===== src/rtl/tlb_ctrl.sv =====
// tlb_ctrl: fully associative single-level TLB in front of the page table walker.
//   Translates 32-bit virtual addresses using ENTRIES {valid, vpn, ppn} entries.
//   A hit responds two cycles after the request is presented. A miss issues one
//   walk, fills an entry on a valid PTE (pte[0]=1), and returns paddr or a fault.
// Ports:
//   clk, rst                       - clock, synchronous active-high reset
//   req_valid_i/req_ready_o/req_vaddr_i        - core request (valid/ready)
//   resp_valid_o/resp_ready_i/resp_paddr_o/resp_fault_o - core response
//   ptw_req_valid_o/ptw_req_ready_i/ptw_vaddr_o          - walk request
//   ptw_resp_valid_i/ptw_resp_ready_o/ptw_pte_i          - walk response
// Optional: define TLB_FLUSH_EN to add flush_i (clears all entries, suppresses
//   an in-flight fill while still returning that response to the core).
module tlb_ctrl #(
  parameter int ENTRIES = 8,
  parameter int IDX_W   = 3
) (
  input  logic        clk,
  input  logic        rst,
`ifdef TLB_FLUSH_EN
  input  logic        flush_i,
`endif
  input  logic        req_valid_i,
  output logic        req_ready_o,
  input  logic [31:0] req_vaddr_i,
  output logic        resp_valid_o,
  input  logic        resp_ready_i,
  output logic [31:0] resp_paddr_o,
  output logic        resp_fault_o,
  output logic        ptw_req_valid_o,
  input  logic        ptw_req_ready_i,
  output logic [31:0] ptw_vaddr_o,
  input  logic        ptw_resp_valid_i,
  output logic        ptw_resp_ready_o,
  input  logic [31:0] ptw_pte_i
);

  typedef enum logic [2:0] {
    S_IDLE     = 3'd0,
    S_LOOKUP   = 3'd1,
    S_PTW_REQ  = 3'd2,
    S_PTW_WAIT = 3'd3,
    S_RESPOND  = 3'd4
  } state_e;

  state_e               state_q, state_d;
  logic [31:0]          vaddr_q, vaddr_d;
  logic [31:0]          paddr_q, paddr_d;
  logic                 fault_q, fault_d;
  logic [ENTRIES-1:0]   valid_q, valid_d;
  logic [19:0]          vpn_q [ENTRIES];
  logic [19:0]          vpn_d [ENTRIES];
  logic [19:0]          ppn_q [ENTRIES];
  logic [19:0]          ppn_d [ENTRIES];
  logic [IDX_W-1:0]     rptr_q, rptr_d;
  logic                 drop_fill_q, drop_fill_d;

  logic                 flush;
`ifdef TLB_FLUSH_EN
  assign flush = flush_i;
`else
  assign flush = 1'b0;
`endif

  // PTE bits outside the PPN and valid bit carry no meaning here.
  logic unused_pte_bits;
  assign unused_pte_bits = ^{ptw_pte_i[31:30], ptw_pte_i[9:1]};

  // Associative match; at most one entry can match since fills never duplicate a VPN.
  logic        hit;
  logic [19:0] hit_ppn;
  always_comb begin
    hit     = 1'b0;
    hit_ppn = '0;
    for (int i = 0; i < ENTRIES; i++) begin
      if (valid_q[i] && (vpn_q[i] == vaddr_q[31:12])) begin
        hit     = 1'b1;
        hit_ppn = hit_ppn | ppn_q[i];
      end
    end
  end

  // Victim: lowest-index invalid entry, else the round-robin pointer.
  logic             have_inv;
  logic [IDX_W-1:0] inv_idx;
  logic [IDX_W-1:0] victim;
  always_comb begin
    have_inv = 1'b0;
    inv_idx  = '0;
    for (int i = ENTRIES - 1; i >= 0; i--) begin
      if (!valid_q[i]) begin
        have_inv = 1'b1;
        inv_idx  = IDX_W'(i);
      end
    end
    victim = have_inv ? inv_idx : rptr_q;
  end

  logic ptw_resp_fire;
  assign ptw_resp_fire = (state_q == S_PTW_WAIT) && ptw_resp_valid_i;

  // State register and datapath flops.
  always_ff @(posedge clk) begin
    if (rst) begin
      state_q     <= S_IDLE;
      vaddr_q     <= '0;
      paddr_q     <= '0;
      fault_q     <= 1'b0;
      valid_q     <= '0;
      rptr_q      <= '0;
      drop_fill_q <= 1'b0;
    end else begin
      state_q     <= state_d;
      vaddr_q     <= vaddr_d;
      paddr_q     <= paddr_d;
      fault_q     <= fault_d;
      valid_q     <= valid_d;
      rptr_q      <= rptr_d;
      drop_fill_q <= drop_fill_d;
    end
  end

  // Entry payload needs no reset: it is only observed through valid_q.
  always_ff @(posedge clk) begin
    for (int i = 0; i < ENTRIES; i++) begin
      vpn_q[i] <= vpn_d[i];
      ppn_q[i] <= ppn_d[i];
    end
  end

  // Next-state logic.
  always_comb begin
    state_d = state_q;
    case (state_q)
      S_IDLE:     if (req_valid_i)      state_d = S_LOOKUP;
      S_LOOKUP:   state_d = (hit && !flush) ? S_RESPOND : S_PTW_REQ;
      S_PTW_REQ:  if (ptw_req_ready_i)  state_d = S_PTW_WAIT;
      S_PTW_WAIT: if (ptw_resp_valid_i) state_d = S_RESPOND;
      S_RESPOND:  if (resp_ready_i)     state_d = S_IDLE;
      default:    state_d = S_IDLE;
    endcase
  end

  // Datapath next values: request capture, result capture, fill, flush.
  always_comb begin
    vaddr_d     = vaddr_q;
    paddr_d     = paddr_q;
    fault_d     = fault_q;
    valid_d     = valid_q;
    rptr_d      = rptr_q;
    drop_fill_d = drop_fill_q;
    for (int i = 0; i < ENTRIES; i++) begin
      vpn_d[i] = vpn_q[i];
      ppn_d[i] = ppn_q[i];
    end

    case (state_q)
      S_IDLE: begin
        drop_fill_d = 1'b0;
        if (req_valid_i) vaddr_d = req_vaddr_i;
      end
      S_LOOKUP: begin
        if (hit && !flush) begin
          paddr_d = {hit_ppn, vaddr_q[11:0]};
          fault_d = 1'b0;
        end
      end
      S_PTW_WAIT: begin
        if (ptw_resp_fire) begin
          if (!ptw_pte_i[0]) begin
            paddr_d = '0;
            fault_d = 1'b1;
          end else begin
            paddr_d = {ptw_pte_i[29:10], vaddr_q[11:0]};
            fault_d = 1'b0;
            if (!drop_fill_q && !flush) begin
              valid_d[victim] = 1'b1;
              vpn_d[victim]   = vaddr_q[31:12];
              ppn_d[victim]   = ptw_pte_i[29:10];
              if (!have_inv) rptr_d = rptr_q + 1'b1;
            end
          end
        end
      end
      S_PTW_REQ, S_RESPOND: ;
      default: begin
        vaddr_d     = '0;
        paddr_d     = '0;
        fault_d     = 1'b0;
        drop_fill_d = 1'b0;
      end
    endcase

    // A flush while a walk is outstanding makes its PTE stale for filling.
    if (flush) begin
      valid_d = '0;
      rptr_d  = '0;
      if ((state_q == S_PTW_REQ) || ((state_q == S_PTW_WAIT) && !ptw_resp_fire))
        drop_fill_d = 1'b1;
    end
  end

  // Output decode, purely from registered state.
  always_comb begin
    req_ready_o      = 1'b0;
    resp_valid_o     = 1'b0;
    resp_paddr_o     = '0;
    resp_fault_o     = 1'b0;
    ptw_req_valid_o  = 1'b0;
    ptw_vaddr_o      = '0;
    ptw_resp_ready_o = 1'b0;
    case (state_q)
      S_IDLE:     req_ready_o = 1'b1;
      S_LOOKUP:   ;
      S_PTW_REQ: begin
        ptw_req_valid_o = 1'b1;
        ptw_vaddr_o     = vaddr_q;
      end
      S_PTW_WAIT: ptw_resp_ready_o = 1'b1;
      S_RESPOND: begin
        resp_valid_o = 1'b1;
        resp_paddr_o = paddr_q;
        resp_fault_o = fault_q;
      end
      default:    req_ready_o = 1'b1;
    endcase
  end

endmodule


===== config.mk =====
export PLATFORM = sky130hd
export DESIGN_NAME = tlb_ctrl
export DESIGN_NICKNAME = d
export VERILOG_FILES = /design/src/rtl/tlb_ctrl.sv
export SDC_FILE = /design/constraint.sdc
export NUM_CORES = 1
export LEC_CHECK = 0
export BUFFER_PORTS_ARGS = -buffer_cell sky130_fd_sc_hd__buf_2
export CORE_ASPECT_RATIO = 0.7
export CORE_MARGIN = 10
export CORE_UTILIZATION = 50
export CTS_CLUSTER_DIAMETER = 60
export CTS_CLUSTER_SIZE = 24
export DETAILED_ROUTE_END_ITERATION = 8
export GPL_TIMING_DRIVEN = 0
export MAX_ROUTING_LAYER = met4
export PLACE_DENSITY = 0.7
export SLEW_MARGIN = 20
export SYNTH_ARGS = -nofsm -noshare
export SYNTH_HDL_FRONTEND = slang
export SYNTH_SLANG_ARGS = --single-unit

===== constraint.sdc =====
create_clock -name clk -period 4.4 [get_ports clk]
set_input_delay 0.44 -clock clk [delete_from_list [all_inputs] [get_ports clk]]
set_output_delay 0.44 -clock clk [all_outputs]
set_load 0.01 [all_outputs]

### Word level (Yosys, flattened, before mapping)

Memories as Yosys holds them, arrays and structs flattened.
Index checks and enable logic that the tools add are counted.

| operators by class | value |
|---|---|
| add/subtract/negate cells | 1 |
| order comparisons | 4 |
| equal/unequal tests | 18 |
| multiplexer cells | 68 |
| bitwise gates (word level) | 12 |
| reduce and logical (&&, ||, !) cells | 19 |

Operator list:

| operator | number |
|---|---|
| $mux 160 | 6 |
| $bwmux 160 | 2 |
| $mux 32 | 6 |
| $mux 20 | 9 |
| $eq 20x20->1 | 8 |
| $or 20x20->20 | 7 |
| $pmux 32 s3 | 1 |
| $pmux 32 s2 | 1 |
| $demux 20 s3 | 1 |
| $mux 3 | 14 |
| $mux 1 | 25 |
| $pmux 3 s5 | 1 |
| $ne 2x2->1 const B | 6 |
| $logic_and 1x1->1 | 11 |
| $or 8x8->8 | 1 |
| $reduce_and 4->1 | 2 |
| $eq 3x2->1 const B | 2 |
| $reduce_and 3->1 | 2 |
| $ge 4x4->1 const B | 1 |
| $lt 3x4->1 const B | 1 |
| $lt 4x1->1 const B | 1 |
| $not 3->4 | 1 |
| $reduce_or 4->1 | 1 |
| $add 3x1->3 const B | 1 |
| other kinds (9) | 11 |

| storage, ports and cells | value |
|---|---|
| register bits after elaboration | 79 |
| memory bits (writable) | 320 |
| input bits | 70 |
| output and inout bits | 69 |
| logic and storage cells | 130 |
| memories kept | 2 |

Memory list:

| memory | depth | bits a word | rd ports | clocked after Yosys merged registers in | write ports | line | source |
|---|---|---|---|---|---|---|---|
| ppn_q | 8 | 20 | 8 | 0 | 8 | 52 | `logic [19:0] ppn_q [ENTRIES];` |
| vpn_q | 8 | 20 | 8 | 0 | 8 | 50 | `logic [19:0] vpn_q [ENTRIES];` |

### Longest topological paths before layout

An unclocked memory read counts as a cell.

| logic depth | value |
|---|---|
| depth after elaboration | 20 |
| mapped depth | 11 |

### Worst setup path before layout

No wires, ideal clock.

| path | value |
|---|---|
| path kind | flip-flop to flip-flop |
| from | reg state_q[0] (netlist name) |
| to | mem ppn_q[4][0], in the netlist ppn_q[1][0] (enable) |
| library setup time | 0.489 ns |
| data arrival time | 4.464 ns |
| setup slack | -0.553 ns |
| cell stages (with the launch flop) | 8 |
| buffers on the path | 2 |
| cells stage by stage | dfxtp_1 -> clkbuf_1 -> inv_1 -> nor3b_1 -> and2_1 -> clkbuf_1 -> nand3_1 -> nor3_1 |

RTL lines:

| what | line |
|---|---|
| to (decl) | 52 |

### Final worst setup path

| path | value |
|---|---|
| from | reg vaddr_q[22] |
| to | reg paddr_q[30] |

| between the ends | value |
|---|---|
| word-level cells in the longest chain between the ends | 19 |
| elaborated cells on any way between the ends | 43 |
| classes of those cells | eq/ne (9); mux (18); bitwise (7); reduce/logical (9) |

Ends and longest elaborated chain:

| what | line | source |
|---|---|---|
| from (decl) | 46 | `logic [31:0] vaddr_q, vaddr_d;` |
| from (signal assigned) | 113 | `vaddr_q <= vaddr_d;` |
| $eq 20x20->1 | 75 | `if (valid_q[i] && (vpn_q[i] == vaddr_q[31:12])) begin` |
| $logic_and 1x1->1 | 75 |  |
| $mux 20 | 75 |  |
| $or 20x20->20 | 77 | `hit_ppn = hit_ppn \| ppn_q[i];` |
| $mux 20 | 75 |  |
| $or 20x20->20 | 77 |  |
| $mux 20 | 75 |  |
| $or 20x20->20 | 77 |  |
| [... 3 more ...] | n/a |  |
| $or 20x20->20 | 77 |  |
| $mux 20 | 75 |  |
| $or 20x20->20 | 77 |  |
| $mux 20 | 75 |  |
| $or 20x20->20 | 77 |  |
| $mux 20 | 75 |  |
| $mux 32 | 162 | `if (hit && !flush) begin` |
| $pmux 32 s3 | 156 | `case (state_q)` |
| to (signal assigned) | 114 | `paddr_q <= paddr_d;` |
| to (decl) | 47 | `logic [31:0] paddr_q, paddr_d;` |

Parallel ways exist; a longest one is shown, timed or not. The select of a mux whose other input is x is not followed.
A chain may end at the register's enable or synchronous reset.

==> impl_metrics.csv <==
group,metric,value,unit
die,die-height,173,microns
clock_tree,clk_pin_slew,100,ps
worst_setup_path,critPathKind,"reg -> reg",
die,row_count,55,
final_layout,area_delta_synth_final,15.5,%
yosys,yosys_warnings,0,
worst_hold_path,hp-class,"in -> reg",
routing,routed_wl,47800,microns
global_route,grt_max_degree,42,
clock_tree,cts_made_buffers,29,
worst_setup_path,crit_path_max_fanout,10,
pwr,ir_drop,0.240,mV
final_layout,drive_gt1_share,17.9,%
worst_setup_path,worstPathRequired,4840,ps
timing,finalWorstSetupSlack,327,ps
global_route,grt.total_usage,23.1,%
worst_setup_path,crit_chain,"buf_4, xor2_1, nor4_1, nand4_1, o22ai_1, or4b_1, clkbuf_2, clkbuf_1, o221ai_1, a311oi_1",
timing,clock_skew,25.2,ps
timing,worst-slew-pin-transition,990,ps
place,pre_cts_ws,363,ps
worst_setup_path,cp_slowest_stage_delay,730,ps
clock_tree,hold_buffers,0,
place,dpl-instance-area,0.0183,sq mm
clock_tree,cts_num_sinks,399,
timing,setup_viol,0,
yosys,synth_fp_nets,1306,
worst_setup_path,cp.arrival,4520,ps
flow_run,maxCapViolations,0,
yosys,ys_seq_area_share,67.0,%
global_route,grt_pass1_wl,70300,microns
timing,slew_violations,0,
timing,grt_setup_unrepaired,"false",
worst_setup_path,endpoint_kind,"register",
worst_setup_path,start_kind,"register",
timing,period_share,92.6,%
timing,period_needed,4070,ps
pwr,leakagePower,6.89,nW
yosys,synth_seq_cells,399,
clock_tree,cts_tree,"yes",
worst_setup_path,crit_slowest_cell,"dfxtp_1",
die,core_area,0.0326,sq mm
die,die_w,239,microns
clock_tree,ctsResizeCount,0,
clock_tree,clockRootBuffer,"clkbuf_16",
routing,num_vias,11221,
routing,postRouteAntennaNets,0,
worst_hold_path,min_from,"req_vaddr_i[12]",
timing,slew_headroom,34.0,%
yosys,ys_async_sr_fraction,0,%
place,place_inst,1810,
routing,drt_iter0_markers,1780,
clock_tree,clkLatencyLatePin,580,ps
routing,vias_per_cell,6.02,
timing,clock.fmax,246,MHz
place,gp_congestion,0.914,
global_route,antenna_found_initial,2,
timing,final_hold_viol_count,0,
die,initial_core_util,51.2,%
place,hpwlAfterDp,33300,microns
yosys,synth-edff-count,320,
pwr,p_total,0.00783,W
global_route,grt_pass1_vias,10839,
outcome,status,"finished clean",
clock_tree,cts_buffer_depth,3,
routing,route.detailed.drc,0,
yosys,syn_area,0.0167,sq mm
place,port_buffers,126,
pwr,power.density,406,mW/mm^2
yosys,synth_flop_cell,"edfxtp_1",
global_route,overflow,0,
yosys,avgSynthCellArea,13.5,sq um
final_layout,design_area,0.0193,sq mm
worst_setup_path,crit_path_start,"vaddr_q[22]",
routing,firstDrtPassIters,5,
yosys,synth_cells,1235,
timing,finalHoldWorstSlack,117,ps
worst_setup_path,regToRegStartpoint,"vaddr_q[22]",
die,pin_count,139,
final_layout,fin_nets,1485,
routing,routedWlPerCell,25.6,microns
clock_tree,h-tree-depth,1,
clock_tree,cts_setup_buffers,0,
die,dieArea,0.0413,sq mm
yosys,synth_cell_types,53,
final_layout,finalNonFillerCells,1865,
final timing paths:
path                 end  cells past startpoint  slack (ps)
min reg2reg   paddr_q[6]                      2         450
min          vaddr_q[12]                      3         120
max          paddr_q[30]                     10         330
max reg2reg  paddr_q[30]                     10         330
worst max-delay path: cells and delay by family, from the launching register on:
kind | cells | cell delay (ps)
buf+inv | 3 | 1040
compound gates | 3 | 890
simple gates | 3 | 1180
flops | 1 | 730
xor+xnor | 1 | 110
layout make-up:
cell class / instances / area, sq um
inverters: 7 / 26.3
diodes: 2 / 5.00
well taps: 427 / 534
multi-input cells: 744 / 5130
fillers: 2558 / 13300
repair buffers: 148 / 943
plain buffers: 85 / 438
flip-flops and latches: 399 / 11200
clock inverters: 22 / 304
clock buffers: 31 / 733
flip-flops by register name (all words and copies together) (netlist names):
signal,count
ppn_q,160
vpn_q,160
paddr_q,32
vaddr_q,32
valid_q,8
rptr_q,3
state_q,3
fault_q,1
per-stage QoR:
stage	setup TNS [ps]	utilization, %
final	0	59.2
after global routing	0	59.2
after CTS	0	59.2
after detailed placement	0	56.0
after global placement	-433630	54.8
after floorplan	-44930	-
cell usage in the layout (no fill, tap or decap), drive strengths merged, types with 2 or more instances in the layout:
cell | Yosys | final
dfxtp | 79 | 79
nor4 | 40 | 40
and4 | 3 | 3
clkinv | 0 | 8
o221ai | 20 | 20
nand2 | 126 | 126
inv | 7 | 19
diode | 0 | 2
a41o | 20 | 20
edfxtp | 320 | 320
a211oi | 2 | 2
nand4 | 14 | 14
mux2i | 14 | 14
o21a | 8 | 8
nand3 | 40 | 40
xor2 | 141 | 141
a311oi | 20 | 20
clkbuf | 52 | 83
nor2 | 34 | 34
o21ai | 3 | 3
or4 | 3 | 3
xnor2 | 20 | 20
a22oi | 81 | 81
nor2b | 7 | 7
a21oi | 35 | 35
nor3 | 17 | 17
nor3b | 4 | 4
buf | 33 | 181
nand2b | 3 | 3
and2 | 70 | 70
logic make-up after synthesis:
kind of cell               Yosys count  synth area share (%)
AOI/OAI and AO/OA                  200                  9.72
muxes                               14                 0.838
DFF                                399                  67.0
and+or+nand+nor                    368                  11.2
adders and majority gates            1                0.0748
buffers and inverters               92                  2.78
xor gates and xnor gates           161                  8.44
Yosys cell counts (2+ instances only):
library cell / number / area share, %
nor4_1: 39 / 1.5
and4_1: 3 / 0.16
a41o_1: 20 / 1.2
a311oi_1: 3 / 0.16
xor2_1: 141 / 7.4
or4_1: 3 / 0.13
buf_2: 4 / 0.12
o21a_1: 8 / 0.36
nand2b_1: 3 / 0.11
nor3b_1: 4 / 0.18
nor2_1: 34 / 0.76
clkbuf_1: 51 / 1.1
xnor2_1: 20 / 1.0
edfxtp_1: 320 / 57
nor2b_1: 7 / 0.26
a311oi_2: 17 / 1.5
buf_6: 6 / 0.40
dfxtp_1: 79 / 9.5
nand2_1: 126 / 2.8
mux2i_1: 14 / 0.84
o221ai_1: 20 / 1.0
and2_1: 70 / 2.6
a21oi_1: 35 / 1.0
nand3_1: 40 / 1.2
a22oi_1: 81 / 3.6
nor3_1: 17 / 0.51
buf_1: 5 / 0.11
inv_1: 7 / 0.16
a211oi_1: 2 / 0.090
o21ai_0: 3 / 0.090
nand4_1: 14 / 0.52
buf_4: 18 / 0.81
report_power, final:
group / switching (W) / total, W / internal (W)
combinational: 0.000496 / 0.000714 / 0.000218
clock: 0.00152 / 0.00291 / 0.00139
sequential: 0.0000826 / 0.00421 / 0.00413
total: 0.00210 / 0.00783 / 0.00573
routing by layer:
metal | vias up | part of all wire (%) | wire length (microns) | GRT usage (%)
li1 | 4989 | - | - | -
met1 | 5531 | 44 | 21200 | 33.9
met2 | 636 | 42 | 20000 | 31.6
met3 | 65 | 12 | 5560 | 5.96
met4 | 0 | 2.1 | 990 | 4.79
met5 | - | 0 | 0 | -
(Power assumes the default switching activity.)
